--- src/rtl/kendall_pkg.sv ---
// Shared definitions for the Kendall-tau streaming block: FSM states,
// point/pair counts, coordinate width and the fixed pair evaluation order.
// Optional tie flag output is controlled by KENDALL_TIE_FLAG_EN.
package kendall_pkg;

  localparam int NUM_PTS   = 4;
  localparam int NUM_PAIRS = 6;
  localparam int COORD_W   = 4;

  typedef enum logic [1:0] {
    LOAD = 2'd0,
    EVAL = 2'd1,
    DONE = 2'd2
  } state_t;

  // Pair k compares point PAIR_I[k] against point PAIR_J[k].
  localparam logic [1:0] PAIR_I [NUM_PAIRS] = '{2'd0, 2'd0, 2'd0, 2'd1, 2'd1, 2'd2};
  localparam logic [1:0] PAIR_J [NUM_PAIRS] = '{2'd1, 2'd2, 2'd3, 2'd2, 2'd3, 2'd3};

  // Kendall numerator 2*conc - 6 as a 4-bit two's-complement value.
  function automatic logic [3:0] tau_of(input logic [2:0] conc);
    return {conc, 1'b0} - 4'd6;
  endfunction

endpackage

--- src/rtl/kendall_pair_cmp.sv ---
// Purpose: classify one point pair as concordant and/or tied.
// Latency: combinational, zero cycles.
// Backpressure: none; pure function of its inputs.
module kendall_pair_cmp
  import kendall_pkg::*;
(
  input  logic [COORD_W-1:0] xi,
  input  logic [COORD_W-1:0] yi,
  input  logic [COORD_W-1:0] xj,
  input  logic [COORD_W-1:0] yj,
  output logic               conc,
  output logic               tie
);

  // Unsigned strict less-than on both axes; ties fall on the "not less" side.
  assign conc = ((xi < xj) == (yi < yj));
  assign tie  = (xi == xj) || (yi == yj);

endmodule

--- src/rtl/kendall_stream.sv ---
// Purpose: collect 4 points, count concordant pairs one per cycle, report tau numerator.
// Latency: result valid 6 edges after the 4th point is accepted.
// Backpressure: in_ready only while loading; result holds in DONE until out_ready.
// Optional out_tie port when KENDALL_TIE_FLAG_EN is defined.
module kendall_stream
  import kendall_pkg::*;
(
  input  logic               clk,
  input  logic               rst_n,
  input  logic               in_valid,
  output logic               in_ready,
  input  logic [COORD_W-1:0] in_x,
  input  logic [COORD_W-1:0] in_y,
  output logic               out_valid,
  input  logic               out_ready,
  output logic [2:0]         out_conc,
  output logic [3:0]         out_tau
`ifdef KENDALL_TIE_FLAG_EN
  ,
  output logic               out_tie
`endif
);

  state_t             state;
  logic [1:0]         cnt;
  logic [2:0]         pidx;
  logic [2:0]         acc;
  logic [COORD_W-1:0] slot_x [NUM_PTS];
  logic [COORD_W-1:0] slot_y [NUM_PTS];
  logic [1:0]         sel_i;
  logic [1:0]         sel_j;
  logic               pair_conc;
  logic               pair_tie;
  logic [2:0]         acc_next;
  logic               accept;

  assign in_ready  = (state == LOAD);
  assign out_valid = (state == DONE);
  assign accept    = in_valid && in_ready;

  assign sel_i    = PAIR_I[pidx];
  assign sel_j    = PAIR_J[pidx];
  assign acc_next = acc + {2'b00, pair_conc};

  kendall_pair_cmp u_cmp (
    .xi   (slot_x[sel_i]),
    .yi   (slot_y[sel_i]),
    .xj   (slot_x[sel_j]),
    .yj   (slot_y[sel_j]),
    .conc (pair_conc),
    .tie  (pair_tie)
  );

  // Point storage: written only on an accepted transfer, no reset needed
  // because a set is always fully reloaded before evaluation.
  always_ff @(posedge clk) begin
    if (accept) begin
      slot_x[cnt] <= in_x;
      slot_y[cnt] <= in_y;
    end
  end

`ifdef KENDALL_TIE_FLAG_EN
  logic tie_acc;

  // Sticky tie accumulator for the current set, captured into out_tie at DONE.
  always_ff @(posedge clk or negedge rst_n) begin
    if (!rst_n) begin
      tie_acc <= 1'b0;
      out_tie <= 1'b0;
    end else if (state == LOAD) begin
      tie_acc <= 1'b0;
    end else if (state == EVAL) begin
      tie_acc <= tie_acc | pair_tie;
      if (pidx == 3'(NUM_PAIRS - 1)) begin
        out_tie <= tie_acc | pair_tie;
      end
    end
  end
`else
  logic unused_tie;
  assign unused_tie = pair_tie;
`endif

  // Control FSM: LOAD collects points, EVAL walks the 6 pairs, DONE holds the result.
  always_ff @(posedge clk or negedge rst_n) begin
    if (!rst_n) begin
      state    <= LOAD;
      cnt      <= 2'd0;
      pidx     <= 3'd0;
      acc      <= 3'd0;
      out_conc <= 3'd0;
      out_tau  <= 4'd0;
    end else begin
      case (state)
        LOAD: begin
          pidx <= 3'd0;
          acc  <= 3'd0;
          if (in_valid) begin
            cnt <= cnt + 2'd1;
            if (cnt == 2'(NUM_PTS - 1)) begin
              state <= EVAL;
            end
          end
        end
        EVAL: begin
          acc  <= acc_next;
          pidx <= pidx + 3'd1;
          if (pidx == 3'(NUM_PAIRS - 1)) begin
            state    <= DONE;
            out_conc <= acc_next;
            out_tau  <= tau_of(acc_next);
          end
        end
        DONE: begin
          if (out_ready) begin
            state <= LOAD;
            cnt   <= 2'd0;
          end
        end
        default: begin
          state <= LOAD;
          cnt   <= 2'd0;
        end
      endcase
    end
  end

endmodule

--- config.mk ---
export PLATFORM = sky130hd
export DESIGN_NAME = kendall_stream
export DESIGN_NICKNAME = d
export VERILOG_FILES = /design/src/rtl/kendall_pkg.sv /design/src/rtl/kendall_pair_cmp.sv /design/src/rtl/kendall_stream.sv
export SDC_FILE = /design/constraint.sdc
export NUM_CORES = 1
export LEC_CHECK = 0
export ABC_AREA = 1
export BUFFER_PORTS_ARGS = -buffer_cell sky130_fd_sc_hd__buf_2
export CAP_MARGIN = 15
export CORE_MARGIN = 4
export CORE_UTILIZATION = 50
export CTS_BUF_LIST = sky130_fd_sc_hd__clkbuf_4 sky130_fd_sc_hd__clkbuf_8 sky130_fd_sc_hd__clkbuf_16
export DETAILED_ROUTE_END_ITERATION = 8
export HOLD_SLACK_MARGIN = 0.02
export PLACE_DENSITY_LB_ADDON = 0.3
export SYNTH_ARGS = -nofsm -noshare
export SYNTH_HDL_FRONTEND = slang
export SYNTH_HIERARCHICAL = 1
export SYNTH_SLANG_ARGS = --single-unit
--- constraint.sdc ---
create_clock -name clk -period 3.3 [get_ports clk]
set_input_delay 0.165 -clock clk [delete_from_list [all_inputs] [get_ports clk]]
set_output_delay 0.165 -clock clk [all_outputs]
set_load 0.01 [all_outputs]
After elaboration in Yosys (flattened, before gate mapping)
Memory sizes are Yosys's and may differ from the RTL's.
Index checks and enable logic that the tools add are counted.

storage, ports and cells
  register bits = 17
  bits in writable memories = 32
  ROM bits = 32
  input port bits = 12
  output and inout port bits = 9
  logic and storage cells = 49
  memories = 4

cells by class
  add/subtract/negate cells = 4
  order comparisons = 3
  eq/ne operators = 9
  multiplexer cells = 15
  bitwise operators = 2
  reductions and logical operators = 6

memories
  memory           words  width  rd ports  clocked after memory_dff  wr ports  line                  text
  (no name shown)  8      2      1         0                         0         kendall_stream.sv:42  assign sel_j = PAIR_J[pidx];
  (no name shown)  8      2      1         0                         0         kendall_stream.sv:41  assign sel_i = PAIR_I[pidx];
  slot_x           4      4      2         0                         1         kendall_stream.sv:28  logic [COORD_W-1:0] slot_x [NUM_PTS];
  slot_y           4      4      2         0                         1         kendall_stream.sv:29  logic [COORD_W-1:0] slot_y [NUM_PTS];

operators with widths
  operator               number
  $mux W2                9
  $pmux W2 S3            2
  $pmux W3 S2            2
  $lt A4 B4 Y1           2
  $eq A2 B2 Y1 const B   2
  $ge A4 B4 Y1 const B   1
  $ne A2 B1 Y1 const B   2
  $ne A2 B2 Y1 const B   2
  $not A3 Y4             1
  $reduce_and A4 Y1      1
  $sub A4 B3 Y4 const B  1
  $add A3 B1 Y3          1
  $add A3 B1 Y3 const B  1
  $eq A3 B3 Y1 const B   1
  $reduce_and A3 Y1      1
  $add A2 B1 Y2 const B  1
  $eq A2 B1 Y1 const B   1
  $logic_not A2 Y1       1
  $mux W1                2
  $reduce_and A2 Y1      1
  $reduce_bool A2 Y1     1
  $eq A1 B1 Y1           1
  $logic_and A1 B1 Y1    1
  $not A1 Y1             1

Logic depth before layout (Yosys ltp)
Gate-level depths: netlist of the first run.
An unclocked memory read counts as a cell.

  word-level depth = 9
  gate-level depth with buffers = 24
  mapped depth without buffers = 23

Cells and area by module
Netlist of the first run, hierarchy kept.

modules (own cells, without submodules)
  module            instances  cells each  area each (µm²)  sequential area each (µm²)
  kendall_stream    1          244         2293.4           1361.3
  kendall_pair_cmp  1          48          265.3            0.0

Worst setup path before layout of the first run
Ideal clock, no wire load.

  path type = flip-flop to flip-flop
  from = reg pidx[0]
  to = reg out_tau[3]
  setup time = 117 ps
  arrival time = 2789 ps
  required time = 3183 ps
  slack = 393 ps
  cell stages (with the launch flop) = 24
  buffers on the path = 2
  period minus slack after synthesis = 2907 ps
  cell sequence = dfrtp_1 > buf_4 > buf_6 > inv_1 > ha_1 > nand2_2 > inv_1 > nand2_1 > nand2_1 > inv_1 > ha_1 > nand2_1 > nand2_2 > nand2_1 > nand2_1 > nand2_1 > nand2_1 > ha_1 > ha_1 > ha_1 > inv_1 > nand3_1 > nand3_1 > nand2_1

between the ends
  word-level cells in the longest chain between the ends = 9
  elaborated cells on any way between the ends = 16
  those cells by class = add/sub: 2; order compare: 2; eq/ne: 2; mux: 4; bitwise: 1; reduce/logical: 1; memory: 4

ends and longest elaborated chain
  item                                     line                                        text
  start, declared                          kendall_stream.sv:26                        logic [2:0] pidx;
  start signal, assigned                   kendall_stream.sv:108                       pidx <= pidx + 3'd1;
  $not A3 Y4 (implied by the code) *       kendall_stream.sv:41, kendall_stream.sv:42
  $mem_v2 Z8 W2 (on tied branches)         -
  $mux W2 (on tied branches) (2 in a row)  kendall_stream.sv:41, kendall_stream.sv:42
  $mem_v2 Z4 W4 (on tied branches)         -
  $lt A4 B4 Y1                             kendall_pair_cmp.sv:16                      assign conc = ((xi < xj) == (yi < yj));
  $eq A1 B1 Y1 *                           kendall_pair_cmp.sv:16
  named net pair_conc                      kendall_stream.sv:32                        logic pair_conc;
  $add A3 B1 Y3 *                          kendall_stream.sv:43                        assign acc_next = acc + {2'b00, pair_conc};
  named net acc_next[1]                    kendall_stream.sv:34                        logic [2:0] acc_next;
  $sub A4 B3 Y4 *                          kendall_pkg.sv:22                           return {conc, 1'b0} - 4'd6;
  end signal, assigned                     kendall_stream.sv:112                       out_tau <= tau_of(acc_next);
  end, declared                            kendall_stream.sv:17                        output logic [3:0] out_tau

The timed path passes the listed nets; every way through them passes the cells marked *. The select of a mux whose other input is x is not followed.
A chain may end at the register's enable or synchronous reset.

Worst setup path in the final report of the first run
Same ends and word-level chain as after synthesis.

==> results of run 1 <==
## routing by layer
layer  wire, microns  global-route usage
met1            2190               0.208
met2            2110               0.284
met3             207              0.0351
met4              78              0.0704
met5               0                   0
## sequential cells by signal, indices dropped and copies added (netlist names)
name and cells:
acc 3, out_conc 3, slot_y 16, out_tau 3, slot_x 16, state 2, cnt 2, pidx 3
## power groups by stage
stage	clock network, mW	registers (mW)	logic, mW
2_1_floorplan	0	0.863	0.955
3_3_place_gp	0	0.864	1.21
3_5_place_dp	0	0.867	1.24
4_1_cts	0.353	0.855	1.25
5_1_grt	0.373	0.871	1.46
6_report	0.343	0.855	1.23
## critical path, delay by kind of cell, from the launching register on
kind          cells  cell delay (ns)
flops             1             0.42
fa+ha+maj         4             0.92
simple gates     12             1.09
buf+inv           3             0.36
## final timing paths
| kind | startpoint | end | slack (ns) | cells after the start |
|---|---|---|---|---|
| worst max-delay path | pidx[0] | out_tau[3] | 0.39 | 19 |
| worst min register to register | out_tau[1] | out_tau[1] | 0.48 | 2 |
| worst min-delay path | in_y[1] | slot_y[3][1] | 0.08 | 1 |
| min in group asynchronous | rst_n | out_tau[2] | 0.30 | 2 |
| max in group asynchronous | rst_n | cnt[0] | 2.75 | 2 |
| worst max register to register | pidx[0] | out_tau[3] | 0.39 | 19 |
## layout make-up
type | instances | area (sq um) | area share
clock buffer | 6 | 76.3 | 0.0272
clock inverter | 2 | 11.3 | 0.00402
inverter | 42 | 158 | 0.0563
multi-input combinational | 194 | 983 | 0.351
sequential | 48 | 1360 | 0.486
tap | 67 | 83.8 | 0.0299
timing repair buffer | 23 | 128 | 0.0456
## cells in the final DEF, fill, tap and decap left out, types with 2 or more instances in the layout
cell type    n
buf_2       19
inv_1       35
o21ai_0      8
o22ai_1      7
nand2_2      4
inv_2        7
ha_1        18
buf_4        3
a21oi_2      2
nand2_1    109
nor2_1      19
edfxtp_1    32
nand3_1     22
clkbuf_8     5
dfrtp_1     16
## what timing repair did
| item | 4_1_cts | 5_1_grt |
|---|---|---|
| endpoints found under the hold margin | 16 | 0 |
| buffers inserted | 0 | 0 |
| hold buffers | 1 | 0 |
==> impl_metrics.yaml, run 1 <==
outcome:
  status: "finished, final reports clean"
critical_path:
  crit_top_cell: "nand2_1"
  slowest_stage: "dfrtp_1"
  cp_cell_sequence: "buf_4 -> nand2_1 -> nand2_2 -> nor2_1 -> nor2_1 -> ha_1 -> nand2_1 -> nand2_1 -> inv_1 -> nand2_1 -> nand2_1 -> nand2_1 -> ha_1 -> ha_1 -> ha_1 -> inv_1 -> nand3_1 -> nand3_1 -> nand2_1"
  crit_type: "register to register"
  required_ns: 3.50
  cp-end-kind: "register"
  crit_fanout: 19
  cpPeakStageDelay_ns: 0.42
  arrival_ns: 3.11
  start_kind: "register"
pwr:
  p_leak_nw: 1.39
  clkPwrFrac: 0.141
  power_density_nw_per_um2: 866
  pwr-share-comb: 0.506
  power_mw: 2.43
  irDropWorstVdd_uv: 411
  p_switching_mw: 1.05
  seqPwrFrac: 0.352
  intPower_mw: 1.38
  swShare: 0.431
floorplanning:
  die_w_microns: 79.3
  dieHeight_microns: 79.3
  io_pins: 21
  die_area_sq_um: 6300
  core_sq_um: 4820
  initial_core_util: 0.528
  rows: 25
cts:
  clk_pin_slew_ns: 0.08
  clockRootBuffer: "clkbuf_8"
  cts_tree: "built"
  cts_resized: 0
  clock-sinks: 48
  numCtsBuffers: 5
  clkLatencyLatePin_ns: 0.30
  clockBufferDepth: 2
  ctsHtreeMaxLevel: 2
run:
  drv_cap: 0
place:
  dp.cells: 373
  dpl.hpwl_microns: 3430
  gp_congestion: 0.836
  place_ws_ns: 0.388
  port_buffers: 19
  placed_area_sq_um: 2700
sta:
  period_needed_ns: 2.91
  grt_setup_unrepaired: "false"
  slew_headroom: 0.441
  whs_ns: 0.0754
  slew_violations: 0
  setup_viol: 0
  tightest_slew_ns: 0.836
  setup_ws_ns: 0.395
  max_freq_ghz: 0.344
  finalHoldViolCount: 0
  finalCritPeriodShare: 0.880
  tns_ns: 0
  clock_skew_ns: 0.00282
cells_and_area:
  fill_cells: 437
  fin_util: 0.582
  final_cell_count_no_fill: 382
  drive_gt1_frac: 0.140
  stdcell_area_sq_um: 2800
  nets: 344
  antenna_cells: 0
  areaGrowthSynthToFinish_pct: 10.1
logic_synthesis:
  syn-num-nets: 319
  synth.avg_cell_area_sq_um: 8.81
  ys_warn_count: 6
  synthCells: 289
  synth_area_sq_um: 2540
drt:
  drt_iter0_drc: 56
  vias_per_cell: 4.79
  routedWlPerCell_microns: 12.0
  routed_wirelength_microns: 4590
  firstDrtPassIters: 4
  ant_nets: 0
  via_count: 1828
  drc_errors: 0
grt:
  grt_pass1_vias: 1844
  grt_pass1_wl_microns: 8220
  track_usage: 0.168
  grt_max_degree: 20
  grt.overflow.total: 0
  antenna_found_initial: 0
min_path:
  hold_path.class: "input port to register"
Power figures use the tool's default switching activity.
==> run 2, diff against run 1 <==
CORE_UTILIZATION = 25   (was 50)
GPL_ROUTABILITY_DRIVEN = 0   (was unset)
==> run 2 against run 1 <==
Compared with the run above:
- sequential cell count stayed put
- clock power up 25%
- power increased by 3.6%
- non-clock buffer count did not move
- global-route usage shrank 7.9 points
- cell count rose by 17%
- highest routed layer unchanged
==> impl_metrics.yaml, run 2 (synthesized netlist as in run 1, its figures left out) <==
cells_and_area:
  stdcell_area_sq_um: 2910
  mostFrequentLayoutCells: "109 x nand2_1, 35 x inv_1, 32 x edfxtp_1"
  top_regs: "slot_x (16), slot_y (16)"
  fin_util: 0.295
  areaGrowthSynthToFinish_pct: 14.4
  final_cell_count_no_fill: 448
  fill_cells: 1031
  antenna_cells: 0
  nets: 344
  final_common_cell: "nand2_1"
  drive_gt1_frac: 0.146
place:
  dp.cells: 439
  placed_area_sq_um: 2790
  port_buffers: 19
  dpl.hpwl_microns: 3680
drt:
  ant_nets: 0
  drc_errors: 0
  routed_wirelength_microns: 4910
  via_count: 1865
  routedWlPerCell_microns: 11.0
  firstDrtPassIters: 5
  vias_per_cell: 4.16
  drt_iter0_drc: 85
floorplanning:
  core_sq_um: 9860
  dieHeight_microns: 109
  die_w_microns: 109
  die_area_sq_um: 11900
  initial_core_util: 0.258
  io_pins: 21
  rows: 36
cts:
  clkLatencyLatePin_ns: 0.31
  cts_tree: "built"
  clockBufferDepth: 2
  clk_pin_slew_ns: 0.09
  post-cts-setup-buffers: 0
  ctsHtreeMaxLevel: 2
  clock-sinks: 48
  clockRootBuffer: "clkbuf_8"
  numCtsBuffers: 5
sta:
  finalCritPeriodShare: 0.906
  tightest_slew_ns: 0.832
  finalHoldViolCount: 0
  clock_skew_ns: 0.0128
  whs_ns: 0.0735
  setup_viol: 0
  period_needed_ns: 2.99
  slew_headroom: 0.444
  max_freq_ghz: 0.334
  tns_ns: 0
  slew_violations: 0
  grt_setup_unrepaired: "false"
pwr:
  clkPwrFrac: 0.170
  swShare: 0.421
  power_density_nw_per_um2: 864
  pwr-share-comb: 0.490
  seqPwrFrac: 0.340
  p_leak_nw: 1.41
  p_switching_mw: 1.06
  intPower_mw: 1.45
  irDropWorstVdd_uv: 287
critical_path:
  required_ns: 3.51
  crit_fanout: 18
  crit_top_cell: "nand2_1"
  cp-end-kind: "register"
  cp_cell_sequence: "buf_4 -> nand2_1 -> nand2_2 -> inv_2 -> nand2_1 -> nand3_1 -> ha_1 -> nand2_1 -> inv_2 -> nand2_1 -> nand2_1 -> nand2_1 -> nand2_1 -> ha_1 -> ha_1 -> ha_1 -> inv_1 -> nand3_1 -> nand3_1 -> nand2_1"
  cpPeakStageDelay_ns: 0.44
  crit_family: "simple AND/OR/NAND/NOR gates"
  crit_type: "register to register"
  arrival_ns: 3.20
  r2r_setup_slack_ns: 0.31
  slowest_stage: "dfrtp_1"
  start_kind: "register"
  crit_buf_inv: 4
run:
  drv_cap: 0
grt:
  grt_max_degree: 19
  grt_pass1_vias: 1804
  track_usage: 0.0884
  grt_pass1_wl_microns: 8310
  antenna_found_initial: 0
  grt.overflow.total: 0
outcome:
  status: "finished, final reports clean"
min_path:
  hold_path.class: "input port to register"
run 2: cell types whose count changed in the layout (fill, tap and decap cells not counted), sizes merged:
| cell | change |
|---|---|
| bufinv | +1 |
| clkinvlp | -1 |
run 2: final cells by class:
| cell class | count | area [sq um] | share of cell area |
|---|---|---|---|
| well taps | 133 | 166 | 0.0572 |
| clock inverters | 2 | 35.0 | 0.0120 |
| multi-input cells | 194 | 986 | 0.339 |
| repair buffers | 23 | 128 | 0.0439 |
| inverters | 42 | 158 | 0.0542 |
| flip-flops and latches | 48 | 1360 | 0.468 |
| clock buffers | 6 | 76.3 | 0.0262 |
run 2: through the flow:
step,setup slack (ns),power [mW]
after floorplan,0.396,1.82
after global placement,0.333,2.11
after detailed placement,0.272,2.12
after CTS,0.270,2.55
after global routing,0.0226,2.79
final,0.309,2.51
run 2: repair_timing:
| item | CTS | global route |
|---|---|---|
| endpoints found under the hold margin | 16 | 0 |
| hold buffers | 1 | 0 |
| endpoints found under the setup margin | 0 | 1 |
| resized for setup | 0 | 1 |
run 2: worst paths after layout:
check / startpoint / end / cells after the start
worst max-delay path: pidx[0] / out_tau[3] / 20
worst min-delay path: in_x[0] / slot_x[3][0] / 1
worst max register to register: pidx[0] / out_tau[3] / 20
worst min register to register: out_tau[1] / out_tau[1] / 2
max in group asynchronous: rst_n / cnt[1] / 2
min in group asynchronous: rst_n / out_conc[1] / 2
run 2: power by group through the flow:
stage	sequential (mW)	combinational, mW	clock (mW)
after floorplan	0.863	0.955	0
after global placement	0.869	1.24	0
after detailed placement	0.868	1.25	0
after CTS	0.856	1.26	0.435
after global routing	0.871	1.45	0.460
final	0.855	1.23	0.428
run 2: layer usage:
metal	vias up	track usage	part of all wire
li1	962	-	-
met1	855	0.116	0.47
met2	40	0.142	0.47
met3	8	0.0154	0.037
met4	0	0.0397	0.021
met5	-	0	0
==> run 3, diff against run 2 <==
PLACE_DENSITY_LB_ADDON = unset   (was 0.3)
==> run 3 against run 2 <==
Compared with the run above:
- sequential cell count did not move
- clock skew down 0.0025 ns
- register-to-register slack better by 0.10 ns
- sequential power about the same
- cell count stayed put
- routed wire length is 2.4% higher
- sequential share of layout area grew 0.34 points
- worst setup slack improved by 0.10 ns
- cell area down 0.73%
- via count is 0.97% lower
- clock-buffer cell count is the same
- critical path depth increased by 1
- critical path type unchanged
==> impl_metrics.yaml, run 3 (synthesized netlist as in run 1, its figures left out) <==
outcome:
  status: "finished, final reports clean"
sta:
  clock_skew_ns: 0.0103
  slew_violations: 0
  slew_headroom: 0.419
  tightest_slew_ns: 0.868
  setup_viol: 0
  grt_setup_unrepaired: "false"
  finalHoldViolCount: 0
  max_freq_ghz: 0.346
  finalCritPeriodShare: 0.875
  period_needed_ns: 2.89
  whs_ns: 0.0798
  tns_ns: 0
critical_path:
  crit_buf_inv: 4
  crit_top_cell: "nand2_1"
  cp-end-kind: "register"
  crit_type: "register to register"
  required_ns: 3.50
  arrival_ns: 3.09
  cpPeakStageDelay_ns: 0.43
  start_kind: "register"
  cp_cell_sequence: "ha_1 -> nor2_2 -> inv_2 -> nand2_2 -> inv_2 -> nand2_1 -> nand3_1 -> ha_1 -> nand2_1 -> inv_2 -> nand2_1 -> nand2_1 -> nand2_1 -> nand2_1 -> ha_1 -> ha_1 -> ha_1 -> inv_1 -> nand3_1 -> nand3_1 -> nand2_1"
  slowest_stage: "dfrtp_1"
  crit_family: "adder cells"
  crit_fanout: 8
floorplanning:
  io_pins: 21
  dieHeight_microns: 109
  initial_core_util: 0.258
  die_w_microns: 109
  core_sq_um: 9860
  die_area_sq_um: 11900
  rows: 36
place:
  port_buffers: 19
  dpl.hpwl_microns: 3800
  placed_area_sq_um: 2790
cells_and_area:
  final_common_cell: "nand2_1"
  areaGrowthSynthToFinish_pct: 13.5
  fill_cells: 1056
  mostFrequentLayoutCells: "108 x nand2_1, 35 x inv_1, 32 x edfxtp_1"
  drive_gt1_frac: 0.146
  top_regs: "slot_x (16), slot_y (16)"
  stdcell_area_sq_um: 2890
  antenna_cells: 0
  nets: 344
cts:
  clockRootBuffer: "clkbuf_8"
  clkLatencyLatePin_ns: 0.30
  cts_tree: "built"
  clockBufferDepth: 2
  numCtsBuffers: 5
  post-cts-setup-buffers: 0
  ctsHtreeMaxLevel: 2
  clock-sinks: 48
  clk_pin_slew_ns: 0.09
drt:
  highest_layer: "met4"
  drt_iter0_drc: 51
  ant_nets: 0
  met1_length_microns: 2220
  wl_met3_microns: 123
  via_count: 1847
  routed_wirelength_microns: 5030
  drc_errors: 0
  routedWlPerCell_microns: 11.2
  met2_wirelength_microns: 2550
  firstDrtPassIters: 4
  vias_per_cell: 4.12
grt:
  grt_pass1_wl_microns: 8320
  track_usage: 0.0896
  grt.overflow.total: 0
  grt_max_degree: 19
  grt_pass1_vias: 1769
  antenna_found_initial: 0
pwr:
  power_density_nw_per_um2: 845
  power_mw: 2.44
  p_leak_nw: 1.39
  irDropWorstVdd_uv: 211
min_path:
  hold_path.class: "input port to register"
run:
  drv_cap: 0
-- run 3: cell types whose count changed in the layout (fill, tap and decap cells not counted) --
cell,previous run,this run
clkinvlp_4,0,1
nand2_2,4,5
bufinv_16,1,0
clkinv_2,1,0
clkinv_1,0,1
nand2_1,109,108
-- run 3: final cells by class --
type,instances,area (sq um),area share
timing repair buffer,23,128,0.0442
inverter,42,158,0.0546
multi-input combinational,194,988,0.342
tap,133,166,0.0576
clock inverter,2,11.3,0.00390
sequential,48,1360,0.471
clock buffer,6,76.3,0.0264
-- run 3: worst paths after layout --
check	from	end	slack, ns	cells after the start
max	pidx[0]	out_tau[3]	0.41	21
min	in_y[2]	slot_y[3][2]	0.08	1
max reg2reg	pidx[0]	out_tau[3]	0.41	21
max in group asynchronous	rst_n	pidx[0]	2.72	2
min reg2reg	out_tau[1]	out_tau[1]	0.48	2
min in group asynchronous	rst_n	out_conc[2]	0.30	2
-- run 3: worst reg2reg max path, delay by kind of cell, from the launching register on --
family	cells	cell delay [ns]
simple gates	12	0.89
buf+inv	4	0.25
flops	1	0.43
fa+ha+maj	5	1.21
-- run 3: timing repair --
action / in CTS / in global routing
gates resized for setup: 0 / 2
setup endpoints to repair: 0 / 1
endpoints found under the hold margin: 16 / 0
hold buffers: 1 / 0
-- run 3: routing by layer --
layer | up-vias | global-route usage
met5 | - | 0
met4 | 0 | 0.0415
met3 | 11 | 0.0160
met2 | 34 | 0.157
met1 | 839 | 0.106
li1 | 963 | -
-- run 3: power breakdown --
part	internal, mW	total [mW]	switching [mW]
registers	0.776	0.857	0.0815
logic	0.448	1.24	0.795
clock network	0.155	0.342	0.187
total	1.38	2.44	1.06
-- run 3: metrics by stage --
step | cells | setup WS [ns] | util
global route | 448 | 0.00616 | 0.293
finish | 448 | 0.413 | 0.293
CTS | 448 | 0.354 | 0.292
detailed placement | 439 | 0.370 | 0.282
global placement | 439 | 0.400 | 0.282
floorplan | 289 | 0.396 | -
